[src/rtl/bomb_code_arm.sv]
// Code-entry front end for the bomb game: 4-word code entered, re-entered, then locked and armed.
// Enter releases are synchronized and debounced; the FSM acts DEBOUNCE_CYCLES+3 cycles after a release edge.
module bomb_code_arm #(
  parameter int DEBOUNCE_CYCLES = 1_000_000
) (
  input  logic       CLOCK_50,
  input  logic       rst,
  input  logic [1:0] word_in,
  input  logic       enter_n,
  input  logic       disarm,
  output logic [7:0] code,
  output logic       code_valid,
  output logic       arm_pulse,
  output logic [1:0] state,
  output logic [2:0] idx,
  output logic       err
);

  typedef enum logic [1:0] {
    S_IDLE    = 2'd0,
    S_ENTER   = 2'd1,
    S_CONFIRM = 2'd2,
    S_ARMED   = 2'd3
  } state_e;

  localparam int            CW       = $clog2(DEBOUNCE_CYCLES + 1);
  localparam logic [CW-1:0] CNT_LAST = CW'(DEBOUNCE_CYCLES - 1);

  logic [1:0]      word_s1_q, word_s2_q;
  logic            en_s1_q, en_s2_q;
  logic            db_q, db_d;
  logic            db_prev_q;
  logic [CW-1:0]   cnt_q, cnt_d;
  logic            ev_q, ev_d;

  state_e          state_q, state_d;
  logic [2:0]      idx_q, idx_d;
  logic [3:0][1:0] slot_q, slot_d;
  logic            err_q, err_d;
  logic            mism_q, mism_d;
  logic            arm_pulse_q, arm_pulse_d;
  logic            code_valid_q, code_valid_d;
  logic            mism_next;

  // Debounced level moves only after the synchronized key has disagreed with it
  // for DEBOUNCE_CYCLES consecutive cycles; any agreement restarts the count.
  always_comb begin
    db_d  = db_q;
    cnt_d = '0;
    if (en_s2_q != db_q) begin
      if (cnt_q == CNT_LAST) begin
        db_d  = en_s2_q;
        cnt_d = '0;
      end else begin
        cnt_d = cnt_q + 1'b1;
      end
    end
  end

  assign ev_d = db_q & ~db_prev_q;

  always_comb begin
    state_d      = state_q;
    idx_d        = idx_q;
    slot_d       = slot_q;
    err_d        = err_q;
    mism_d       = mism_q;
    arm_pulse_d  = 1'b0;
    code_valid_d = code_valid_q;
    mism_next    = mism_q | (word_s2_q != slot_q[idx_q[1:0]]);

    if (disarm) begin
      state_d      = S_IDLE;
      idx_d        = 3'd0;
      slot_d       = '0;
      err_d        = 1'b0;
      mism_d       = 1'b0;
      code_valid_d = 1'b0;
    end else if (ev_q) begin
      unique case (state_q)
        S_IDLE: begin
          slot_d[0] = word_s2_q;
          idx_d     = 3'd1;
          err_d     = 1'b0;
          state_d   = S_ENTER;
        end
        S_ENTER: begin
          slot_d[idx_q[1:0]] = word_s2_q;
          err_d              = 1'b0;
          if (idx_q == 3'd3) begin
            idx_d   = 3'd0;
            mism_d  = 1'b0;
            state_d = S_CONFIRM;
          end else begin
            idx_d = idx_q + 3'd1;
          end
        end
        S_CONFIRM: begin
          if (idx_q == 3'd3) begin
            mism_d = 1'b0;
            if (!mism_next) begin
              idx_d        = 3'd4;
              state_d      = S_ARMED;
              code_valid_d = 1'b1;
              arm_pulse_d  = 1'b1;
            end else begin
              // Failed confirmation: start the whole code over, flagging the error.
              idx_d   = 3'd0;
              slot_d  = '0;
              err_d   = 1'b1;
              state_d = S_ENTER;
            end
          end else begin
            mism_d = mism_next;
            idx_d  = idx_q + 3'd1;
          end
        end
        S_ARMED: begin
        end
        default: begin
          state_d = S_IDLE;
        end
      endcase
    end
  end

  always_ff @(posedge CLOCK_50) begin
    if (rst) begin
      word_s1_q    <= 2'd0;
      word_s2_q    <= 2'd0;
      en_s1_q      <= 1'b1;
      en_s2_q      <= 1'b1;
      db_q         <= 1'b1;
      db_prev_q    <= 1'b1;
      cnt_q        <= '0;
      ev_q         <= 1'b0;
      state_q      <= S_IDLE;
      idx_q        <= 3'd0;
      slot_q       <= '0;
      err_q        <= 1'b0;
      mism_q       <= 1'b0;
      arm_pulse_q  <= 1'b0;
      code_valid_q <= 1'b0;
    end else begin
      word_s1_q    <= word_in;
      word_s2_q    <= word_s1_q;
      en_s1_q      <= enter_n;
      en_s2_q      <= en_s1_q;
      db_q         <= db_d;
      db_prev_q    <= db_q;
      cnt_q        <= cnt_d;
      ev_q         <= ev_d;
      state_q      <= state_d;
      idx_q        <= idx_d;
      slot_q       <= slot_d;
      err_q        <= err_d;
      mism_q       <= mism_d;
      arm_pulse_q  <= arm_pulse_d;
      code_valid_q <= code_valid_d;
    end
  end

  assign code       = slot_q;
  assign code_valid = code_valid_q;
  assign arm_pulse  = arm_pulse_q;
  assign state      = state_q;
  assign idx        = idx_q;
  assign err        = err_q;

endmodule

[config.mk]
export PLATFORM = sky130hd
export DESIGN_NAME = bomb_code_arm
export DESIGN_NICKNAME = d
export VERILOG_FILES = /design/src/rtl/bomb_code_arm.sv
export SDC_FILE = /design/constraint.sdc
export NUM_CORES = 1
export LEC_CHECK = 0
export CAP_MARGIN = 0
export CORE_MARGIN = 2
export CORE_UTILIZATION = 56
export DETAILED_ROUTE_END_ITERATION = 6
export PLACE_DENSITY = 0.79
export SYNTH_ARGS = -nofsm -noshare
export SYNTH_HDL_FRONTEND = slang
export SYNTH_SLANG_ARGS = --single-unit
[constraint.sdc]
create_clock -name CLOCK_50 -period 2.4 [get_ports CLOCK_50]
set_clock_uncertainty 0.2 [all_clocks]
set_input_delay 0.24 -clock CLOCK_50 [delete_from_list [all_inputs] [get_ports CLOCK_50]]
set_output_delay 0.24 -clock CLOCK_50 [all_outputs]
set_load 0.03 [all_outputs]
Word-level counts from Yosys, hierarchy flattened. Index checks and enable logic that the tools add are counted.

Order comparisons: 2. Equality and inequality tests: 9. Reduce and logical (&&, ||, !) cells: 17. Div/mod/pow operators: 0. $mul: 0. Shift operators: 0. Add/subtract/negate cells: 2. Mux-type cells: 24. Bitwise logic cells: 8.

Operators by type and width (number): $add A20 B1 Y20 const B (1); $eq A20 B20 Y1 const B (1); $reduce_and A4 Y1 (5); $mux W8 (2); $pmux W2 S3 (2); $pmux W6 S2 (1); $mux W2 (5); $mux W3 (3); $pmux W3 S3 (1); $bwmux W8 (1); $ne A2 B2 Y1 const B (3); $not A1 Y1 (6); $mux W1 (5); $reduce_or A5 Y1 (1); $bmux W2 S2 (1); $demux W2 S2 (1); $pmux W1 S2 (2); $reduce_and A2 Y1 (2); $reduce_bool A2 Y1 (2); $reduce_or A2 Y1 (2); $add A3 B1 Y3 const B (1); $eq A3 B2 Y1 const B (1); $lt A2 B3 Y1 const B (1); $reduce_and A3 Y1 (1); 11 further kinds (11).

ROM bits: 0. Memories kept: 0. Output and inout bits: 16. Word-level logic and storage cells: 80. Input port bits: 6. Flip-flop bits (word level): 46. RAM bits: 0. Latch bits: 0.

Logic depth before layout (Yosys ltp).
Depth in word-level cells: 7. Depth in mapped cells: 8.

Worst setup path before layout. Ideal clock, no wire load.

Path type: reg-to-reg. Start point: register idx_q[0], in the netlist idx[0]. End point: register err_q, in the netlist err. Library setup time: 0.119 ns. Arrival: 1.948 ns. Path buffers: 0. Cell stages (with the launch flop): 6. Path slack: 0.133 ns. Period minus slack after synthesis: 2.267 ns. Required time: 2.081 ns. Path through: dfxtp_1 > mux4_2 > xor2_2 > a211oi_4 > nor2_1 > o221a_2.

Word-level cells in the longest chain between the ends: 6. Elaborated cells on any way between the ends: 8.

Ends and longest elaborated chain: start, declared (line 37) `logic [2:0] idx_q, idx_d;`; start signal, assigned (line 154) `idx_q <= idx_d;`; $bmux W2 S2 (line 70) `mism_next = mism_q | (word_s2_q != slot_q[idx_q[1:0]]);`; $mux W2 (implied by the code) (line 70); $ne A2 B2 Y1 (line 70); $or A1 B1 Y1 (line 70); $ne A2 B2 Y1 (no line); $reduce_and A4 Y1 (no line) (*); end signal, assigned (line 156) `err_q <= err_d;`; end, declared (line 39) `logic err_q, err_d;`.

Mark *: on every way between the ends. The rest lies on a longest branch, timed or not. The select of a mux whose other input is x is not followed. A chain may end at the register's enable or synchronous reset.

Worst setup path in the final report.
Start point: register cnt_q[6]. End point: register cnt_q[19].

Word-level cells in the longest chain between the ends: 2. Elaborated cells on any way between the ends: 3.

Ends and longest elaborated chain: start, declared (line 33) `logic [CW-1:0] cnt_q, cnt_d;`; start signal, assigned (line 151) `cnt_q <= cnt_d;`; branches (longest 2 deep; another with $add A20 B1 Y20).

Parallel ways; which one is timed is not known.

==> results.py <==
metrics = {
    "setup_path": {
        "cp-start-kind": "flop",
        "crit_path_end_kind": "flop",
        "cp_num_cells": 5,
        "reg2reg_slack_ns": 0.27,
        "critPathMaxStageDelay_ns": 0.57,
        "path_max_fanout": 19,
        "critical_path_required_ns": 2.37,
        "arrival_ns": 2.10,
        "slowest_stage": "or4_4",
        "cpLargestDelayFamily": "simple AND/OR/NAND/NOR gates",
        "path_cells": "nor4_1, nand2_1, or4_4, nand2_2, nor2_1",
        "reg2reg_depth": 5,
        "cp_num_buf_inv": 0,
        "r2r-start": "cnt_q[6]$_SDFF_PP0_",
        "critPathKind": "flop to flop",
        "r2r-end": "cnt_q[19]$_SDFF_PP0_",
    },
    "floorplanning": {
        "dieArea_um2": 4400,
        "rows": 22,
        "io_pins": 22,
        "core_area_um2": 3690,
        "die_h_um": 66.3,
        "initial_core_util_pct": 58.9,
        "die_w_um": 66.3,
    },
    "job": {
        "cap_violations": 0,
    },
    "grt": {
        "track_usage_pct": 21.6,
        "antenna_found_initial": 0,
        "busiest_layer": "met2",
        "grt_use_met1_pct": 31.2,
        "grt_max_degree": 20,
        "overflow": 0,
        "grt_pass1_wl_um": 7260,
        "first_global_vias": 1559,
        "grt_use_met2_pct": 32.0,
        "use_met3_pct": 6.13,
    },
    "sta": {
        "fin_ws_ns": 0.272,
        "setup_viol": 0,
        "slew_violations": 0,
        "hold_viol": 0,
        "max_slew.worst_pin.slew_ns": 0.421,
        "whs_ns": 0.206,
        "rsz0062_at_grt": "no",
        "fmax_ghz": 0.470,
        "slew_headroom_pct": 71.6,
        "min_period_over_period_pct": 88.7,
        "fin_setup_tns_ns": 0,
        "period_minus_slack_ns": 2.13,
    },
    "placed_design": {
        "dp_slack_ns": 0.325,
        "portBuffers": 21,
        "dp_hpwl_um": 3090,
        "routabilityCongestion": 0.895,
    },
    "synth": {
        "synth_compound_area_share_pct": 12.0,
        "synth_xor_area_share_pct": 8.41,
        "syn_nets": 257,
        "synthesis.area_um2": 2170,
        "synthSimpleGateAreaFrac_pct": 25.4,
        "synth_area_per_cell_um2": 8.98,
        "ys_ff_latch": 46,
        "yosys.cell_types.count": 43,
        "synth_fa_ha_area_share_pct": 5.18,
        "ys_seq_area_share_pct": 42.4,
        "synth_top_family_by_area": "simple AND/OR/NAND/NOR gates",
        "syn_inst": 242,
        "yosys_warnings": 0,
        "muxShareOfSynthArea_pct": 3.34,
    },
    "hold_path": {
        "hold_path_startpoint": "db_prev_q$_SDFF_PP1_",
        "hold_end": "ev_q$_SDFF_PP0_",
        "min_delay_path_depth": 1,
        "hold_path.class": "flop to flop",
    },
    "layout": {
        "final_cell_mix": "46 x dfxtp_1, 34 x nor2_1, 21 x clkdlybuf4s50_1",
        "drive_above_1_share_pct": 8.61,
        "fillCellCount": 305,
        "diodes": 0,
        "final_util_pct": 68.6,
        "fin_nets": 281,
        "final_common_cell": "dfxtp_1",
        "area_growth_pct": 16.5,
    },
    "route": {
        "wl_um": 4300,
        "drt_iter0_markers": 193,
        "ant_nets": 0,
        "first_pass_iters": 4,
        "drc": 0,
        "wl_per_cell_um": 13.6,
        "vias": 1720,
        "viasPerCell": 5.46,
    },
    "clock_tree": {
        "ctsLongestPathBuffers": 2,
        "cts_resized": 0,
        "numCtsBuffers": 5,
        "cts.clk_slew.worst_paths_ns": 0.08,
        "h-tree-depth": 2,
        "holdBufCountCts": 0,
        "cts_root_buffer": "clkbuf_8",
        "clock-sinks": 46,
        "postCtsSetupBuffers": 0,
        "clock_latency_ns": 0.29,
        "cts_tree": "built",
    },
    "power_and_ir_drop": {
        "peakVddDrop_uv": 482,
        "p_per_area_nw_per_um2": 538,
        "leakagePower_uw": 0.000860,
    },
    "run_status": {
        "status": "finished clean",
    },
}
-- layer usage --
metal	vias up	part of all wire, %
met3	5	4.1
met2	45	44
met1	789	51
met4	0	0.49
li1	881	-
met5	-	0
-- worst max path at each step --
| stage | from | endpoint | slack [ns] |
|---|---|---|---|
| floorplan | idx[0]$_SDFFE_PP0P_ | err$_SDFFE_PP0P_ | 0.13 |
| global placement | idx[0]$_SDFFE_PP0P_ | code[0]$_SDFFE_PP0P_ | 0.32 |
| detailed placement | cnt_q[6]$_SDFF_PP0_ | cnt_q[19]$_SDFF_PP0_ | 0.32 |
| CTS | cnt_q[6]$_SDFF_PP0_ | cnt_q[19]$_SDFF_PP0_ | 0.24 |
| global route | cnt_q[6]$_SDFF_PP0_ | cnt_q[15]$_SDFF_PP0_ | 0.08 |
| finish | cnt_q[6]$_SDFF_PP0_ | cnt_q[19]$_SDFF_PP0_ | 0.27 |
-- cells in the mapped netlist (all sizes together) --
library cell	instances	area share (%)
nor3b	3	1.0
and3	6	1.8
a2bb2oi	3	1.2
mux4	1	1.0
nand3	9	2.3
and4	2	0.81
nor2b	7	2.0
o21a	1	0.35
o221ai	2	0.81
o21ai	15	3.5
inv	9	1.6
a211o	1	0.40
nor4	5	1.4
a21o	2	0.69
nor3	7	1.6
and4bb	1	0.58
a211oi	2	1.3
and2	1	0.29
or2	4	1.2
xnor2	12	4.8
clkbuf	4	0.69
o221a	1	0.52
and3b	2	0.86
buf	2	1.0
ha	9	5.2
nand4	4	1.2
and2b	1	0.35
a21oi	10	2.3
or4	1	0.52
o211ai	1	0.35
o21bai	2	0.69
nand2b	2	0.58
dfxtp	46	42
nor2	34	5.9
nand2	17	3.1
xor2	8	3.6
mux2i	5	2.3
-- cell families (layout without fill, tap and decap cells) --
group / after synthesis / count (layout)
and+or+nand+nor: 106 / 106
DFF: 46 / 46
AOI/OAI and AO/OA: 40 / 40
xor gates and xnor gates: 20 / 20
buffers and inverters: 15 / 40
adders and majority gates: 9 / 9
muxes: 6 / 6
-- cell type report --
type / instances / area [µm²] / share of cell area [%]
clock buffer: 6 / 72.6 / 2.87
clock inverter: 2 / 37.5 / 1.48
inverter: 9 / 33.8 / 1.33
multi-input combinational: 181 / 1180 / 46.7
sequential: 46 / 921 / 36.4
tap: 48 / 60.1 / 2.37
timing repair buffer: 23 / 225 / 8.90
-- state kept, by name (all words and copies together) (netlist names), 2 cells and up --
signal and flops:
word_s1_q 2, state 2, word_s2_q 2, cnt_q 20, idx 3, code 8
-- metrics by stage --
stage,std cells,total power [µW],cell area (µm²)
final,315,1360,2530
after global routing,315,1410,2530
after CTS,315,1380,2530
after detailed placement,307,819,2420
after global placement,307,819,2420
after floorplan,242,807,2170
-- power breakdown --
part           internal [µW]  switching (µW)
sequential               768            3.83
clock                    311             251
combinational           14.3            15.9
total                   1090             271
-- worst register-to-register path, delay by kind of cell, from the launching register on --
kind | cells | cell delay [ns]
and+or+nand+nor | 5 | 1.44
DFF | 1 | 0.37
Note: power is estimated with default switching activity, not from simulation.
